==> config.mk <==
export PLATFORM = sky130hd
export DESIGN_NAME = fetch_stage_flat
export DESIGN_NICKNAME = d
export VERILOG_FILES = /design/src/rtl/fetch_stage_if.sv /design/src/rtl/fetch_stage.sv /design/src/flat_wrapper.sv
export SDC_FILE = /design/constraint.sdc
export NUM_CORES = 1
export LEC_CHECK = 0
export BUFFER_PORTS_ARGS = -buffer_cell sky130_fd_sc_hd__buf_2
export CAP_MARGIN = 15
export CORE_ASPECT_RATIO = 0.6
export CORE_MARGIN = 1
export CORE_UTILIZATION = 51
export CTS_CLUSTER_DIAMETER = 40
export DETAILED_ROUTE_END_ITERATION = 16
export PLACE_DENSITY = 0.92
export SYNTH_ARGS = -nofsm -noshare
export SYNTH_HDL_FRONTEND = slang
export SYNTH_SLANG_ARGS = --single-unit
==> constraint.sdc <==
create_clock -name clk -period 3.6 [get_ports clk]
set_clock_uncertainty 0.1 [all_clocks]
set_input_delay 0.9 -clock clk [delete_from_list [all_inputs] [get_ports clk]]
set_output_delay 0.9 -clock clk [all_outputs]
set_load 0.05 [all_outputs]
==> src/rtl/fetch_stage_if.sv <==
// Bus between the fetch stage, instruction memory and the hazard/branch logic.
// The fetch stage is the master: it drives the imem address and the IF/ID outputs.
interface fetch_stage_if #(
   parameter int N = 64
);
   logic [N-1:0] IM_addr;
   logic [31:0]  IM_readData;
   logic         stall;
   logic         PCSrc;
   logic [N-1:0] branch_target;
   logic [31:0]  IF_ID_instr;
   logic [N-1:0] IF_ID_pc;
   logic         IF_ID_valid;
   logic [31:0]  fetch_count;

   modport master (
      output IM_addr,
      input  IM_readData,
      input  stall,
      input  PCSrc,
      input  branch_target,
      output IF_ID_instr,
      output IF_ID_pc,
      output IF_ID_valid,
      output fetch_count
   );

   modport slave (
      input  IM_addr,
      output IM_readData,
      output stall,
      output PCSrc,
      output branch_target,
      input  IF_ID_instr,
      input  IF_ID_pc,
      input  IF_ID_valid,
      input  fetch_count
   );
endinterface

==> src/rtl/fetch_stage.sv <==
// LEGv8 instruction-fetch stage: PC register, IF/ID pipeline register and a
// saturating count of valid instructions delivered to decode.
module fetch_stage #(
   parameter int           N        = 64,
   parameter logic [N-1:0] RESET_PC = '0
) (
   input  logic          clk,
   input  logic          reset,
   fetch_stage_if.master bus
);
   logic [N-1:0] pc_q;
   logic [31:0]  instr_q;
   logic [N-1:0] ifid_pc_q;
   logic         valid_q;
   logic [31:0]  fetch_count_q;

   assign bus.IM_addr     = pc_q;
   assign bus.IF_ID_instr = instr_q;
   assign bus.IF_ID_pc    = ifid_pc_q;
   assign bus.IF_ID_valid = valid_q;
   assign bus.fetch_count = fetch_count_q;

   // Redirect beats stall: a taken branch must squash the wrong-path word even
   // while the hazard unit is holding the pipe.
   always_ff @(posedge clk) begin
      if (reset) begin
         pc_q          <= RESET_PC;
         instr_q       <= 32'h0;
         ifid_pc_q     <= '0;
         valid_q       <= 1'b0;
         fetch_count_q <= 32'h0;
      end else if (bus.PCSrc) begin
         pc_q      <= {bus.branch_target[N-1:2], 2'b00};
         instr_q   <= 32'h0;
         ifid_pc_q <= '0;
         valid_q   <= 1'b0;
      end else if (!bus.stall) begin
         pc_q      <= pc_q + N'(4);
         instr_q   <= bus.IM_readData;
         ifid_pc_q <= pc_q;
         valid_q   <= 1'b1;
         if (fetch_count_q != 32'hFFFF_FFFF)
            fetch_count_q <= fetch_count_q + 32'd1;
      end
   end
endmodule
==> src/flat_wrapper.sv <==
// flat-port wrapper written by rule: the top's interface ports become plain ports
module fetch_stage_flat 
#(
   parameter int           N        = 64,
   parameter logic [N-1:0] RESET_PC = '0
)
  (clk, reset, bus_IM_addr, bus_IM_readData, bus_stall, bus_PCSrc, bus_branch_target, bus_IF_ID_instr, bus_IF_ID_pc, bus_IF_ID_valid, bus_fetch_count);
  fetch_stage_if #(.N(N)) bus_i ();
  input  logic clk;
  input  logic reset;
  output wire logic [$bits(bus_i.IM_addr)-1:0] bus_IM_addr;
  input wire logic [$bits(bus_i.IM_readData)-1:0] bus_IM_readData;
  input wire logic [$bits(bus_i.stall)-1:0] bus_stall;
  input wire logic [$bits(bus_i.PCSrc)-1:0] bus_PCSrc;
  input wire logic [$bits(bus_i.branch_target)-1:0] bus_branch_target;
  output wire logic [$bits(bus_i.IF_ID_instr)-1:0] bus_IF_ID_instr;
  output wire logic [$bits(bus_i.IF_ID_pc)-1:0] bus_IF_ID_pc;
  output wire logic [$bits(bus_i.IF_ID_valid)-1:0] bus_IF_ID_valid;
  output wire logic [$bits(bus_i.fetch_count)-1:0] bus_fetch_count;
  assign bus_IM_addr = bus_i.IM_addr;
  assign bus_i.IM_readData = bus_IM_readData;
  assign bus_i.stall = bus_stall;
  assign bus_i.PCSrc = bus_PCSrc;
  assign bus_i.branch_target = bus_branch_target;
  assign bus_IF_ID_instr = bus_i.IF_ID_instr;
  assign bus_IF_ID_pc = bus_i.IF_ID_pc;
  assign bus_IF_ID_valid = bus_i.IF_ID_valid;
  assign bus_fetch_count = bus_i.fetch_count;
  fetch_stage #(.N(N), .RESET_PC(RESET_PC)) u_core (.clk(clk), .reset(reset), .bus(bus_i));
endmodule
==> Word-level counts from Yosys, hierarchy flattened <==
Cells that the tools add are included.
{ "totals": {"register_bits": 193, "in_bits": 100, "output_inout_bits": 193, "word_cells": 16} }
{ "classes": {"n_addsub": 2, "eq_ne": 2, "muxes": 2, "bitwise_logic": 2, "n_reduce_logical": 2} }
{ "op_table": {"columns": ["cell", "count"], "rows": [
  ["$mux W64", 2],
  ["$add A64 B3 Y64 const B", 1],
  ["$add A32 B1 Y32 const B", 1],
  ["$ne A32 B32 Y1 const B", 1],
  ["$reduce_and A3 Y1", 1],
  ["$ne A2 B1 Y1 const B", 1],
  ["$not A1 Y1", 2],
  ["$reduce_or A2 Y1", 1]
]} }

==> Logic depth before layout (Yosys ltp) <==
Gate-level depths: netlist (run 1).
{ "logic_depth": {"word_depth": 3, "depth_mapped": 8} }

==> Worst setup path after synthesis (run 1) <==
OpenSTA, ideal clock, no wires.
{ "synth_timing": {"path_kind": "reg2reg", "startpoint": "register u_core.pc_q[21], in the netlist u_core.bus.IM_addr[21]", "endpoint": "register u_core.pc_q[57], in the netlist u_core.bus.IM_addr[57]", "arrival_ps": 2818, "setup_slack_ps": 555, "stages_incl_launch_ff": 8, "path_buffers": 2, "period_less_slack_ps": 3045, "cell_sequence": "dfxtp_1 > nand4_1 > or4_1 > buf_2 > or4_4 > buf_6 > and4b_1 > or3_1"} }
{ "synth_between": {"elab_chain_cells": 3} }
{ "synth_lines": {"columns": ["element", "line_no", "rtl"], "rows": [
  ["start, declared", "fetch_stage.sv:11", "logic [N-1:0] pc_q;"],
  ["start signal, assigned", "fetch_stage.sv:33", "pc_q <= {bus.branch_target[N-1:2], 2'b00};"],
  ["start signal, assigned", "fetch_stage.sv:38", "pc_q <= pc_q + N'(4);"],
  ["$add A64 B3 Y64", "fetch_stage.sv:38", null],
  ["$mux W64", "fetch_stage.sv:37", "end else if (!bus.stall) begin"],
  ["$mux W64", "fetch_stage.sv:32", "end else if (bus.PCSrc) begin"]
]} }
No other way between the ends. The select of a mux whose other input is x is not followed.
A chain may end at the register's enable or synchronous reset.

==> Worst setup path after layout (run 1) <==
Same ends and word-level chain as after synthesis.

==> impl_metrics.tcl, run 1 <==
set metrics [dict create \
    p_total_uw 4920 \
    maxSlewHeadroom_pct 32.5 \
    gp_routability_congestion 0.879 \
    dp_cells 1471 \
    drv_cap 0 \
    ios 293 \
    finalMaxSlewViolations 0 \
    grt_pass1_wl_um 42000 \
    timing.rr.start "u_core.bus.IM_addr[21]$_SDFFE_PP0P_" \
    ctsHoldBuffers 0 \
    ys_types 62 \
    r2r.worst_path.cells 5 \
    synth_cells 1004 \
    portBuffers 286 \
    ys_top_cells_by_count "189 x dfxtp_1, 178 x nor2_1, 98 x mux2i_1" \
    core.rowCount 36 \
    start_util_pct 53.1 \
    wirelength_um 27200 \
    reg2reg_slack_ps 630 \
    multi_input_area_um2 4630 \
    min_from "u_core.bus.IF_ID_pc[14]$_SDFFE_PP0N_" \
    fmax_ghz 0.336 \
    drt.antenna.violating_nets 0 \
    grt_usage_pct 30.0 \
    setup_viol 0 \
    cp_max_fo 9 \
    area.growth.synth_to_final_pct 25.3 \
    finish.net_count 1365 \
    tritoncts "done" \
    yosys-top-cells-area "dfxtp_1 43%, mux2i_1 11%, nor2_1 7.6%" \
    finalCritPeriodShare_pct 82.6 \
    rsz0062_at_grt "no" \
    worst_r2r_endpoint "u_core.bus.IM_addr[57]$_SDFFE_PP0P_" \
    drive_gt1_share_pct 28.8 \
    drt-pass1-iter-count 6 \
    critPathKind "reg2reg" \
    ys.flop_type "dfxtp_1" \
    power.density_nw_per_um2 448 \
    die_w_um 171 \
    cts_setup_buffers 0 \
    start_kind "register" \
    syn_area_um2 8770 \
    grt_max_degree 66 \
    synth_most_common_cell "dfxtp_1" \
    instances_no_fill 1505 \
    avgSynthCellArea_um2 8.74 \
    dieHeight_um 104 \
    cts_buffer_depth 2 \
    synth-edff-count 0 \
    yosysTopAreaCell "dfxtp_1" \
    insertion_delay_ps 420 \
    whs_ps 372 \
    critPathArrivalTime_ps 3170 \
    min_delay_worst_endpoint "u_core.bus.IF_ID_pc[14]$_SDFFE_PP0N_" \
    critPathRequiredTime_ps 3800 \
    fp.coreArea_um2 16500 \
    dieArea_um2 17800 \
    cts_buffers 17 \
    hold_viol_final 0 \
    clk_pin_slew_ps 70 \
    post_drt_wl_per_cell_um 18.1 \
    grt_antenna_before_repair 2 \
    drc 0 \
    fin_tns_setup_ps 0 \
    cts.sinks 189 \
    power_leakage_uw 0.00487 \
    end_kind "register" \
    worst_slew_pin_slew_ps 1010 \
    status "complete, no violations" \
    cts_resized 0 \
    async_flop_share_pct 0 \
    cts_max_level 4 \
    synthDominantCellAreaShare_pct 43.1 \
    min_path_type "reg2reg" \
    vdd_drop_max_mv 0.300 \
    ys_warn_count 0 \
    hpwl_um 20000 \
    drt-initial-drc-count 794 \
    regArea_um2 3780 \
    grt_overflow 0 \
    layout_min_cycle_time_ps 2970 \
    ys_seq_elements 189 \
    grt_pass1_vias 7999 \
    vias 8704 \
    clockRootBuffer "clkbuf_16" \
    hold_path_depth 2 \
    seq_area_frac_synth_pct 43.1 \
    fillCellCount 1350 \
    routed_via_density 5.78 \
]
[layer usage]
metal,GRT usage [%],share of wire (%),vias up
met3,6.23,8.2,41
li1,-,-,4128
met2,50.6,48,444
met4,8.86,1.9,0
met1,38.5,42,4091
met5,0,0,-
[final cells by class]
type | count | share of cell area, %
inverters | 14 | 0.478
well taps | 228 | 2.59
flip-flops and latches | 189 | 34.4
clock buffers | 19 | 4.03
multi-input cells | 729 | 42.1
diodes | 2 | 0.0455
clock inverters | 12 | 1.40
repair buffers | 312 | 15.0
[sequential cells by signal, indices dropped and copies added (netlist names)]
signal and flops:
u_core.bus.IF_ID_instr 32, u_core.bus.IM_addr 62, u_core.bus.IF_ID_valid 1, u_core.bus.fetch_count 32
u_core.bus.IF_ID_pc 62
[how the worst max path moves through the flow]
stage	start	endpoint	slack, ps
after CTS	u_core.bus.IM_addr[21]$_SDFFE_PP0P_	u_core.bus.IM_addr[57]$_SDFFE_PP0P_	630
final	u_core.bus.IM_addr[21]$_SDFFE_PP0P_	u_core.bus.IM_addr[57]$_SDFFE_PP0P_	630
after global routing	u_core.bus.IM_addr[29]$_SDFFE_PP0P_	u_core.bus.IM_addr[48]$_SDFFE_PP0P_	420
after floorplan	u_core.bus.IM_addr[21]$_SDFFE_PP0P_	u_core.bus.IM_addr[57]$_SDFFE_PP0P_	560
after global placement	bus_stall	u_core.bus.IM_addr[57]$_SDFFE_PP0P_	410
after detailed placement	bus_stall	u_core.bus.IM_addr[57]$_SDFFE_PP0P_	370
[layout by cell type, fill, tap and decap left out, types with 16 or more instances in the layout]
cell type / instances
a211oi_1: 28
a21oi_1: 34
and3_1: 19
buf_2: 285
buf_4: 25
clkbuf_16: 17
dfxtp_1: 189
mux2i_1: 98
nand2_1: 58
nand3_1: 21
nand4_1: 39
nor2_1: 178
nor3_1: 18
nor4_1: 33
o21ai_0: 16
or3_1: 18
xnor2_1: 35
[cell families after synthesis]
family	share of synthesized area (%)
compound gates	9.72
buf+inv	4.29
xor+xnor	4.09
flops	43.1
mux	12.5
other cells	0.0427
fa+ha+maj	0.285
simple gates	26.0
[stage by stage]
stage | util (%) | cell area, µm² | worst slack, ps
6_report | 66.5 | 11000 | 627
2_1_floorplan | - | 8790 | 555
3_3_place_gp | 62.9 | 10400 | 408
5_1_grt | 66.5 | 11000 | 416
4_1_cts | 66.5 | 11000 | 632
3_5_place_dp | 62.9 | 10400 | 371
[critical path, cell delays in order (launching register included)]
cell     delay [ps]
dfxtp_1         480
nand4_1         260
or4_1           730
or4_4           700
and4b_1         240
or3_1           350
[power by group]
group	switching [µW]	internal, µW
Clock	870	1070
Sequential	95.7	2160
Combinational	508	219
Total	1470	3450
(Power assumes the default switching activity.)
==> run 2, diff against run 1 <==
Settings changed: CORE_UTILIZATION 51 to 46, PLACE_DENSITY 0.92 to 0.88.
Clock period 3.6 ns to 2.7 ns, I/O delays scaled along.
==> run 2 against run 1 <==
Power up 35%. Critical path depth is the same. Critical path type unchanged. Die area rose by 11%. Non-clock buffer count rose by 49. Hold slack worse by 10 ps. Register-to-register slack worse by 450 ps. Critical endpoint unchanged. Maximum frequency up 18%. Sequential share of layout area shrank 0.90 points.
==> impl_metrics.tcl, run 2 (same netlist as run 1, synthesis figures left out) <==
set metrics [dict create \
    status "complete, no violations" \
    start_kind "register" \
    vias 8720 \
    finalCritPeriodShare_pct 93.5 \
    gp_routability_congestion 0.858 \
    clockRootBuffer "clkbuf_16" \
    grt_antenna_before_repair 0 \
    diodes 0 \
    drive_gt1_share_pct 33.9 \
    grt_usage_pct 27.3 \
    cts_buffers 17 \
    min_path_type "in2reg" \
    power.density_nw_per_um2 580 \
    critPathArrivalTime_ps 2740 \
    cp_max_fo 5 \
    grt_overflow 0 \
    grt_max_degree 53 \
    dieHeight_um 109 \
    drt-pass1-iter-count 5 \
    setup_viol 0 \
    critPathKind "reg2reg" \
    cts_buffer_depth 2 \
    power_leakage_uw 0.00515 \
    finish.net_count 1414 \
    cts_max_level 4 \
    dpl_cell_area_um2 10900 \
    post-route-util_pct 62.7 \
    start_util_pct 47.8 \
    layout_common_cells "284 x buf_2, 178 x nor2_1, 159 x dfxtp_1, 98 x mux2i_1, 73 x buf_4" \
    ios 293 \
    rsz0062_at_grt "no" \
    hpwl_um 20300 \
    hold_path_depth 3 \
    drv_cap 0 \
    clk_pin_slew_ps 70 \
    worst_slew_pin_slew_ps 815 \
    fillCellCount 1611 \
    area.growth.synth_to_final_pct 31.1 \
    fin_area_um2 11500 \
    mostFrequentLayoutCell "buf_2" \
    tritoncts "done" \
    post_drt_wl_per_cell_um 17.3 \
    dieArea_um2 19600 \
    grt_pass1_vias 7914 \
    hold_viol_final 0 \
    fmax_ghz 0.396 \
    drc 0 \
    drt.antenna.violating_nets 0 \
    maxSlewHeadroom_pct 45.7 \
    whs_ps 362 \
    fp.coreArea_um2 18400 \
    insertion_delay_ps 440 \
    drt-initial-drc-count 639 \
    layout_min_cycle_time_ps 2520 \
    die_w_um 180 \
    wirelength_um 27000 \
    vdd_drop_max_mv 0.412 \
    fin_tns_setup_ps 0 \
    r2r.worst_path.cells 5 \
    end_kind "register" \
    routed_via_density 5.58 \
    portBuffers 286 \
    grt_pass1_wl_um 41900 \
    finalMaxSlewViolations 0 \
    cts.sinks 189 \
    critPathRequiredTime_ps 2910 \
    core.rowCount 38 \
]
==> run 2: changes by cell type in the layout (fill, tap and decap cells not counted), moves of 2 or more <==
cell / before / now
buf_12: 1 / 3
buf_4: 25 / 73
clkinv_2: 0 / 2
dfxtp_1: 189 / 159
dfxtp_2: 0 / 16
dfxtp_4: 0 / 14
diode_2: 2 / 0
inv_8: 3 / 0
==> run 2: critical path, stage by stage (launching register included) <==
cell     delay, ps
dfxtp_4        380
nand4_1        140
or4_1          600
or4_4          610
and4b_1        220
or3_1          360
==> run 2: path summary, 6_finish.rpt <==
path / slack, ps / from / endpoint
hold / removal: 360 / bus_branch_target[33] / u_core.bus.IM_addr[33]$_SDFFE_PP0P_
hold reg to reg: 370 / u_core.bus.IF_ID_valid$_SDFFE_PP0N_ / u_core.bus.IF_ID_valid$_SDFFE_PP0N_
setup / recovery: 180 / u_core.bus.IM_addr[33]$_SDFFE_PP0P_ / u_core.bus.IM_addr[57]$_SDFFE_PP0P_
setup reg to reg: 180 / u_core.bus.IM_addr[33]$_SDFFE_PP0P_ / u_core.bus.IM_addr[57]$_SDFFE_PP0P_
==> run 2: per-stage QoR <==
| step | setup WS [ps] | std cells | total power, µW |
|---|---|---|---|
| 2_1_floorplan | 3.68 | 1007 | 3740 |
| 3_3_place_gp | -11.9 | 1533 | 4050 |
| 3_5_place_dp | -33.7 | 1533 | 4070 |
| 4_1_cts | 61.0 | 1564 | 6700 |
| 5_1_grt | 105 | 1564 | 6910 |
| 6_report | 177 | 1564 | 6670 |
==> run 2: layout make-up <==
class	instances	area, µm²	share of cell area, %
multi-input combinational	729	4650	40.4
sequential	189	3860	33.5
timing repair buffer	361	2040	17.7
clock buffer	19	454	3.95
tap	240	300	2.61
clock inverter	12	158	1.37
inverter	14	52.6	0.457
==> run 2: routing by layer <==
| metal | GRT usage (%) | vias up | part of all wire (%) |
|---|---|---|---|
| met5 | 0 | - | 0 |
| met3 | 6.88 | 22 | 8.2 |
| met1 | 35.6 | 4074 | 45 |
| met2 | 45.7 | 397 | 46 |
| met4 | 6.47 | 0 | 1.1 |
| li1 | - | 4227 | - |
==> run 2: timing repair <==
item | in CTS | in global routing
setup endpoints to repair | 0 | 9
hold buffers | 0 | 0
resized for setup | 0 | 4
buffers inserted | 0 | 0
==> run 2: power breakdown <==
part / leakage [µW] / internal, µW / switching, µW
clock network: 0.000300 / 1520 / 1140
registers: 0.00156 / 2890 / 100
logic: 0.00330 / 321 / 708
